## config.mk

```make
export PLATFORM = sky130hd
export DESIGN_NAME = apb_reg_slave
export DESIGN_NICKNAME = d
export VERILOG_FILES = /design/src/rtl/apb_reg_slave.sv
export SDC_FILE = /design/constraint.sdc
export NUM_CORES = 1
export LEC_CHECK = 0
export ABC_AREA = 0
export CAP_MARGIN = 0
export CORE_AREA = 2 2 445 447
export DETAILED_ROUTE_END_ITERATION = 8
export DIE_AREA = 0 0 447 449
export SYNTH_ARGS = -nofsm -noshare
export SYNTH_HDL_FRONTEND = slang
export SYNTH_SLANG_ARGS = --single-unit
```

## constraint.sdc

```tcl
create_clock -name clk_i -period 2.55 [get_ports clk_i]
set_input_delay 0.3825 -clock clk_i [delete_from_list [all_inputs] [get_ports clk_i]]
set_output_delay 0.3825 -clock clk_i [all_outputs]
set_load 0.01 [all_outputs]
```

## src/rtl/apb_reg_slave.sv

```systemverilog
`default_nettype none
// +----------------------------------------------------------------------------+
// | apb_reg_slave : APB completer with NumRegs 32-bit byte-strobed registers,  |
// | per-register read-only masking and optional APB_REG_SLAVE_WAIT_EN waits.   |
// | Revision 1.0                                                               |
// +----------------------------------------------------------------------------+

package axi2apb;
  typedef struct packed {
    logic [31:0] paddr;
    logic [2:0]  pprot;
    logic        penable;
    logic        pwrite;
    logic [31:0] pwdata;
    logic [3:0]  pstrb;
  } apb_req_t;

  typedef struct packed {
    logic        pready;
    logic [31:0] prdata;
    logic        pslverr;
  } apb_resp_t;
endpackage

module apb_reg_slave #(
  parameter int unsigned         NumRegs    = 16,
  parameter logic [31:0]         BaseAddr   = 32'h0,
  parameter logic [31:0]         RstVal     = 32'h0,
  parameter logic [NumRegs-1:0]  RoMask     = '0,
  parameter int unsigned         WaitCycles = 2
) (
  input  logic                    clk_i,
  input  logic                    rst_i,
  input  logic                    psel_i,
  input  axi2apb::apb_req_t       apb_req_i,
  output axi2apb::apb_resp_t      apb_resp_o,
  input  logic [NumRegs*32-1:0]   reg_ro_i,
  output logic [NumRegs*32-1:0]   reg_q_o,
  output logic [NumRegs-1:0]      wr_pulse_o
);

  logic                      access;
  logic [31:0]               off;
  logic [NumRegs-1:0]        sel;
  logic                      err;
  logic                      pready;
  logic                      commit;
  logic [31:0]               rd_val;
  logic [NumRegs-1:0][31:0]  reg_val;
  logic [NumRegs-1:0]        wr_pulse_d;
  logic [NumRegs-1:0]        wr_pulse_q;

  assign access = psel_i & apb_req_i.penable;
  assign off    = apb_req_i.paddr - BaseAddr;

  // One-hot word select; an all-zero vector means the offset is out of range.
  always_comb begin
    sel = '0;
    for (int i = 0; i < int'(NumRegs); i++) begin
      sel[i] = (off[31:2] == 30'(i));
    end
  end

  assign err = ~(|sel) | (apb_req_i.paddr[1:0] != 2'b00)
             | (apb_req_i.pwrite & (|(sel & RoMask)));

  always_comb begin
    rd_val = '0;
    for (int i = 0; i < int'(NumRegs); i++) begin
      if (sel[i]) rd_val = reg_val[i];
    end
  end

`ifdef APB_REG_SLAVE_WAIT_EN
  typedef enum logic [1:0] {
    IDLE = 2'd0,
    WAIT = 2'd1,
    RESP = 2'd2
  } state_e;

  state_e     state_q, state_d;
  logic [3:0] cnt_q, cnt_d;

  always_ff @(posedge clk_i) begin
    if (rst_i) begin
      state_q <= IDLE;
      cnt_q   <= '0;
    end else begin
      state_q <= state_d;
      cnt_q   <= cnt_d;
    end
  end

  // pready is issued on the completing penable cycle so latency is WaitCycles+1;
  // RESP then marks the single post-completion cycle before returning to IDLE.
  always_comb begin
    state_d = state_q;
    cnt_d   = cnt_q;
    pready  = 1'b0;
    unique case (state_q)
      IDLE: begin
        if (access) begin
          if (WaitCycles == 0) begin
            pready  = 1'b1;
            state_d = RESP;
          end else begin
            state_d = WAIT;
            cnt_d   = 4'(WaitCycles - 1);
          end
        end
      end
      WAIT: begin
        if (!access) begin
          state_d = IDLE;
        end else if (cnt_q == 4'd0) begin
          pready  = 1'b1;
          state_d = RESP;
        end else begin
          cnt_d = cnt_q - 4'd1;
        end
      end
      RESP:    state_d = IDLE;
      default: state_d = IDLE;
    endcase
  end
`else
  assign pready = access;
`endif

  assign commit = pready & apb_req_i.pwrite & ~err;

  assign apb_resp_o.pready  = pready;
  assign apb_resp_o.pslverr = pready & err;
  assign apb_resp_o.prdata  = (pready & ~err & ~apb_req_i.pwrite) ? rd_val : 32'h0;

  for (genvar i = 0; i < int'(NumRegs); i++) begin : g_reg
    if (RoMask[i]) begin : g_ro
      assign reg_val[i]          = reg_ro_i[32*i +: 32];
      assign reg_q_o[32*i +: 32] = 32'h0;
    end else begin : g_rw
      logic [31:0] data_q, data_d;

      always_comb begin
        data_d = data_q;
        if (commit && sel[i]) begin
          for (int b = 0; b < 4; b++) begin
            if (apb_req_i.pstrb[b]) data_d[8*b +: 8] = apb_req_i.pwdata[8*b +: 8];
          end
        end
      end

      always_ff @(posedge clk_i) begin
        if (rst_i) data_q <= RstVal;
        else       data_q <= data_d;
      end

      assign reg_val[i]          = data_q;
      assign reg_q_o[32*i +: 32] = data_q;
    end
  end

  assign wr_pulse_d = commit ? sel : '0;

  always_ff @(posedge clk_i) begin
    if (rst_i) wr_pulse_q <= '0;
    else       wr_pulse_q <= wr_pulse_d;
  end

  assign wr_pulse_o = wr_pulse_q;

  logic unused_ok;
  assign unused_ok = &{1'b0, apb_req_i.pprot, off[1:0], reg_ro_i, 4'(WaitCycles)};

endmodule

`default_nettype wire

```

==> impl_results.md <==
* Root Buffer: clkbuf_16
* Syn Area/Cell at 7.75 sq um
* Post-DRT Antenna Nets at 0
* Sw Ratio at 25.7%
* Fmax at 296 MHz
* Vias/cell at 4.20
* Post-DP HPWL at 154 mm
* Worst Hold Class: input pin to flip-flop
* Final core occ at 21.5%
* Final Hold Vio Count at 0
* Arrival time worst endpoint at 2990 ps
* CTS tree: built
* Yosys reg bits at 528
* Global-route usage over all layers at 17.9%
* Area contributors post-synth: dfxtp_1 (45%), nand2_1 (17%), a21oi_1 (11%)
* Leak at 14.4 nW
* Final Skew at 0 ps
* Main synth FF type: dfxtp_1
* Fillers at 21600
* DP Area at 38000 sq um
* Area Growth Syn to Fin at 79.5%
* Post-synth EDFFs at 0
* Pre-CTS setup slack at -1800 ps
* Commonest cells in the synthesized netlist: nand2_1 (1036), dfxtp_1 (528), a21oi_1 (513)
* Final worst slack at -826 ps
* P_int at 0.0138 W
* RSZ-0062 raised after global routing: yes
* Cell variety after synth at 68
* Slew Viols, Final at 0
* Layout cell share with drive strength beyond 1 at 26.6%
* CTS sink count at 528
* Final Cell Area at 42100 sq um
* Initial core utilization at 12.0%
* DRT Pass-1 Iters at 6
* Power share of the clock group at 49.5%
* Syn Std Cell Area at 23400 sq um
* Relative slew margins at 41.9%
* Cell taking the most area after synthesis: dfxtp_1
* Grt total ovfl at 0
* Total CTS buffers at 59
* Initial DRC Count at 2883
* First-pass GRT wire length at 248 mm
* CP Class: input pin to primary output
* Clk_lat worst skew at 670 ps
* Async set-or-reset flop fraction in the synthesized netlist at 0%
* Pwr per Cell Area at 440 nW/um^2
* # IOs at 1150
* I/O Buffers at 634
* Finish-stage setup viols at 33
* Fin crit share at 132%
* Quantity of hold-fixing buffers added after cts at 0
* Max Buffers Root-to-Sink at 3
* Die H at 449 microns
* Detailed-route via count at 28900
* Synth top area share at 45.1%
* Violated checks: negative setup slack
* Post-synthesis sequential area ratio at 45.1%
* # rows at 163
* Outcome: complete, but fails checks
* Crit path time final at 3380 ps
* Total power at 0.0185 W
* Most common cell in the netlist: nand2_1
* Vias in the first global route at 27800
* Critical path capture point type: primary output
* Cell count after synthesis at 3027
* Wire per inst at 27.5 microns
* Largest net degree at the start of global routing at 124
* Initial antenna violation count at 10
* Yosys warns at 0
* Die Width at 447 microns
* Clock H-tree levels at 2
* Crit Path Max Fanout at 14
* Final hold slack at 55.4 ps
* Combinational share of power at 6.0%
* Least-Margin Pin Slew at 869 ps
* RD Place Congestion at 0.975
* CP Launch Type: input pin
* Worst Path Required at 2170 ps
* Final WL at 189 mm
* DR DRC count at 0
* Clk slew on worst S/H paths at 70 ps
* Syn_nets at 3615
* Die area at 201000 sq um
* Max cap viols at 0
* VDD IR-drop max at 0.000570 V
* Psw at 0.00475 W
* Nets at 4773
* Sequential share of power at 44.5%
* CORE AREA at 196000 sq um
## stage by stage
step | setup TNS, ps | instances
global placement | -417630 | 6681
CTS | -22640 | 6844
floorplan | -2950 | 3027
detailed placement | -441150 | 6681
finish | -22710 | 6881
global route | -22890 | 6880
## per-layer routing
layer	global-route usage, %	up-vias	wire [microns]
li1	-	12800	-
met1	17.9	14100	62700
met2	31.4	1554	92800
met3	4.69	526	14800
met4	14.5	6	19000
met5	0	-	33
## what timing repair did
item / CTS / global route
resized for setup: 394 / 123
cloned: 1 / 3
setup endpoints to repair: 399 / 160
buffers inserted: 60 / 35
pin swaps: 100 / 65
## critical path, stage by stage
cell and delay, ps:
buf_8 100, nor4_4 430, buf_4 220, buf_6 100
and3_4 220, buf_6 120, nand4_1 210, buf_6 280
buf_4 180, o22ai_1 120, a211oi_1 70, buf_4 170
o21ai_4 150, nand2_2 90, buf_12 130
## worst paths after layout
kind | slack [ps] | cells after the start | end | startpoint
hold / removal | 60 | 2 | g_reg[6].g_rw.data_q[26] | rst_i
setup reg to reg | 1580 | 2 | g_reg[4].g_rw.data_q[0] | g_reg[4].g_rw.data_q[0]
setup / recovery | -830 | 15 | apb_resp_o[3] | apb_req_i[48]
hold reg to reg | 470 | 2 | g_reg[5].g_rw.data_q[1] | g_reg[5].g_rw.data_q[1]
## power by group through the flow
stage	Combinational [W]	Clock [W]	Sequential, W
after floorplan	0.000410	0	0.00843
after global placement	0.00105	0	0.00843
after detailed placement	0.00105	0	0.00843
after CTS	0.00107	0.00927	0.00824
after global routing	0.00113	0.00956	0.00824
final	0.00111	0.00916	0.00824
## final cells by class
type / count / area [sq um] / area share, %
diodes: 7 / 17.5 / 0.0416
clock buffers: 78 / 1680 / 3.99
clock inverters: 32 / 349 / 0.829
inverters: 6 / 22.5 / 0.0535
multi-input cells: 2261 / 13200 / 31.3
flip-flops and latches: 528 / 10600 / 25.1
well taps: 2640 / 3300 / 7.85
repair buffers: 1329 / 13000 / 30.8
## flip-flops by register name (all words and copies together), names as in the netlist
name	flops
wr_pulse_o	16
g.g_rw.data_q	512
## cell usage in the layout, fill, tap and decap left out, drive strengths merged, types with 5 or more instances in the layout
| cell | Yosys | final |
|---|---|---|
| nand2 | 1047 | 1047 |
| buf | 52 | 744 |
| clkdlybuf4s50 | 0 | 570 |
| dfxtp | 528 | 528 |
| a21oi | 513 | 513 |
| nor2 | 177 | 177 |
| clkbuf | 180 | 84 |
| mux2i | 78 | 78 |
| o21ai | 76 | 76 |
| o22ai | 42 | 42 |
| mux4 | 30 | 30 |
| nor4 | 23 | 23 |
| a221oi | 21 | 21 |
| o211ai | 18 | 18 |
| a31oi | 17 | 17 |
| nand3 | 17 | 17 |
| and2 | 15 | 15 |
| clkinv | 1 | 15 |
| mux2 | 14 | 14 |
| a22oi | 14 | 14 |
| nor3 | 14 | 14 |
| inv | 5 | 14 |
| a222oi | 13 | 13 |
| and3 | 12 | 12 |
| o221ai | 11 | 11 |
| a22o | 8 | 8 |
| nand4 | 8 | 8 |
| a311oi | 8 | 8 |
| diode | 0 | 7 |
| o22a | 7 | 7 |
| o31ai | 7 | 7 |
| or3 | 7 | 7 |
| a21o | 6 | 6 |
| dlygate4sd2 | 0 | 6 |
| nor2b | 6 | 6 |
| bufinv | 0 | 5 |
| a211o | 5 | 5 |
| or4 | 5 | 5 |
## cell families after synthesis
kind of cell / after synthesis / share of synthesized area (%)
AOI/OAI and AO/OA: 800 / 19.7
buffers and inverters: 238 / 4.12
DFF: 528 / 45.1
muxes: 122 / 6.88
and+or+nand+nor: 1339 / 24.3
(Power assumes the default switching activity.)
==> edit (same flow settings) <==
Change the parameter `NumRegs` from 16 to 17.
--- a/src/rtl/apb_reg_slave.sv
+++ b/src/rtl/apb_reg_slave.sv
@@ -24,5 +24,5 @@
 
 module apb_reg_slave #(
-  parameter int unsigned         NumRegs    = 16,
+  parameter int unsigned         NumRegs    = 17,
   parameter logic [31:0]         BaseAddr   = 32'h0,
   parameter logic [31:0]         RstVal     = 32'h0,
Ports: changed (resized reg_q_o, reg_ro_i and wr_pulse_o); port bits go from 1150 to 1215. The function was not compared with the original's and may differ.
==> edit against the original RTL <==
- cell area up 15%
- count of clock-buffer cells in the layout down 4
- clock skew unchanged
- clock power up 3.5%
- wire length up 17%
- highest routed layer unchanged
- power up 5.7%
- non-clock buffer count up 235
- critical path type unchanged
- sequential cell count up 33
- the run still ends with setup timing left
- setup slack worse by 0.032 ns
- cell count up 7.0%
- area after synthesis up 11%
- register-to-register slack worse by 0.04 ns
- largest power group unchanged
==> edit: results (changes against the original RTL) <==
run_status:
  status: "finished with violations"
  violations: "setup timing"
sta:
  fin_ws_ns: -0.8581  # -0.03192 ns
  setup_viol: 579  # +1700%
  setup_tns_ns: -157.17  # -134.46 ns
  worst_slew_pin_slew_ns: 1.266  # +0.3967 ns
place:
  dp_hpwl_mm: 178.4  # +16%
  place_inst: 7130  # +6.7%
  io_buffers: 667  # +5.2%
  dp_worst_setup_slack_ns: -1.860  # -0.06386 ns
  place_congestion: 0.9999  # +2.5%
synthesis:
  synth.area.mux_share: 0.06853  # -0.0003032
  synth-compound-area-share: 0.1899  # -0.006634
  synthXorXnorAreaFrac: 0  # unchanged
  yosysSeqAreaShare: 0.4296  # -0.02122
  syn_nets: 3967  # +9.7%
  ys.flop_type: "dfxtp_1"
  synthTopCellsByCount: "1009 x nand2_1, 561 x dfxtp_1, 510 x a21oi_1"
  avgSynthCellArea_sq_um: 7.811  # +0.84%
  synth.top_cells.by_area: "dfxtp_1 43%, nand2_1 14%, a21oi_1 9.8%"
  synth_cell_types: 68  # unchanged
cells_and_area:
  largest_reg_flops: 544  # +6.3%
  layout.nets: 5290  # +11%
  drive_gt1_frac: 0.3621  # +0.09568
setup_path:
  max_stage_delay_ns: 0.61  # +0.18 ns
  reg2reg_to: "g_reg[4].g_rw.data_q[4]"
  r2r_slack_ns: 1.54  # -0.04 ns
  critical_path.max_fanout: 6  # -8
  reg2reg_from: "g_reg[4].g_rw.data_q[4]"
  worst_path_max_delay_cell: "or4_4"
  arrival_ns: 3.03  # +0.04 ns
pwr:
  irDropWorstVdd_mv: 0.4733  # -17%
  leakagePower_nw: 17.40  # +21%
  internal_power_mw: 14.45  # +5.0%
hold_path:
  whs_path_depth: 2  # unchanged
  hold-path-endpoint: "g_reg[12].g_rw.data_q[25]"
clock_network:
  clk_latency_ns: 0.69  # +0.02 ns
  cts_made_buffers: 59  # unchanged
  cts_buffer_depth: 3  # unchanged
routing:
  first_pass_iters: 6  # unchanged
  drt-initial-drc-count: 3269  # +13%
  wirelength_mm: 221.2  # +17%
  vias_per_cell: 4.507  # +7.2%
  wl_per_cell_microns: 30.04  # +9.2%
global_routing:
  grtUsageTotal: 0.2102  # +0.03080
  grt_first_pass_wirelength_mm: 289.2  # +17%
  grt_max_degree: 125  # +0.81%
  antenna_found_initial: 19  # +9
  first_global_vias: 31660  # +14%
[edit: changes by cell type after synthesis, moves of 16 or more]
cell      unedited run  this run
nor2_4              24         0
dfxtp_1            528       561
and3_1              12        57
buf_4                3        20
mux2i_1             78       134
a221o_1              1        17
nand2_1           1036      1009
nor2_1             128       194
nand3_4              0        24
nand3_2              3        44
mux4_2              30        14
nor2_2              25         0
clkbuf_1           180       203
[edit: worst max path at each step]
stage / end / startpoint / slack, ns
finish: apb_resp_o[31] / apb_req_i[49] / -0.86
global route: apb_resp_o[11] / apb_req_i[49] / -0.91
CTS: apb_resp_o[31] / apb_req_i[48] / -0.82
detailed placement: apb_resp_o[6] / apb_req_i[47] / -1.86
global placement: apb_resp_o[32] / apb_req_i[57] / -1.85
floorplan: apb_resp_o[21] / apb_req_i[47] / -0.32
[edit: repair_timing]
action / in CTS / in global routing
pin swaps: 380 / 164
buffers inserted: 113 / 27
cloned: 9 / 1
gates resized for setup: 813 / 303
setup endpoints to repair: 591 / 578
[edit: layout make-up]
type / count / area, sq um
well taps: 2640 / 3303
diodes: 6 / 15.01
repair buffers: 1564 / 15180
clock buffers: 74 / 1643
clock inverters: 34 / 407.9
inverters: 3 / 11.26
multi-input cells: 2481 / 16560
flip-flops and latches: 561 / 11230
fillers: 21180 / 147800
[edit: per-layer routing]
metal  vias to the layer above  track usage  wire length (microns)
met3                       654      0.06025                  19000
met2                      1903       0.3309                  97890
met5                         -            0                    133
met4                        22       0.1946                  25600
li1                      14320            -                      -
met1                     16290       0.2269                  78590
[edit: cells by family after synthesis]
group                  Yosys count
and+or+nand+nor               1485
AOI/OAI and AO/OA              836
DFF                            561
buffers and inverters          305
muxes                          160
[edit: power groups by stage]
stage / clock network, mW / registers [mW] / logic (mW)
final: 9.48 / 8.76 / 1.35
after floorplan: 0 / 8.96 / 0.469
after global placement: 0 / 8.96 / 1.21
after global routing: 9.84 / 8.75 / 1.35
after CTS: 9.53 / 8.76 / 1.26
after detailed placement: 0 / 8.96 / 1.21
[edit: through the flow]
step                      utilization  hold slack [ns]  power, mW  cell area, sq um
after floorplan                     -           0.4836      9.427             26440
after global placement         0.2123           0.4536      10.17             41660
after detailed placement       0.2123           0.4641      10.17             41660
after CTS                      0.2398           0.1036      19.55             47040
after global routing           0.2464           0.1163      19.95             48340
final                          0.2464           0.1251      19.58             48350
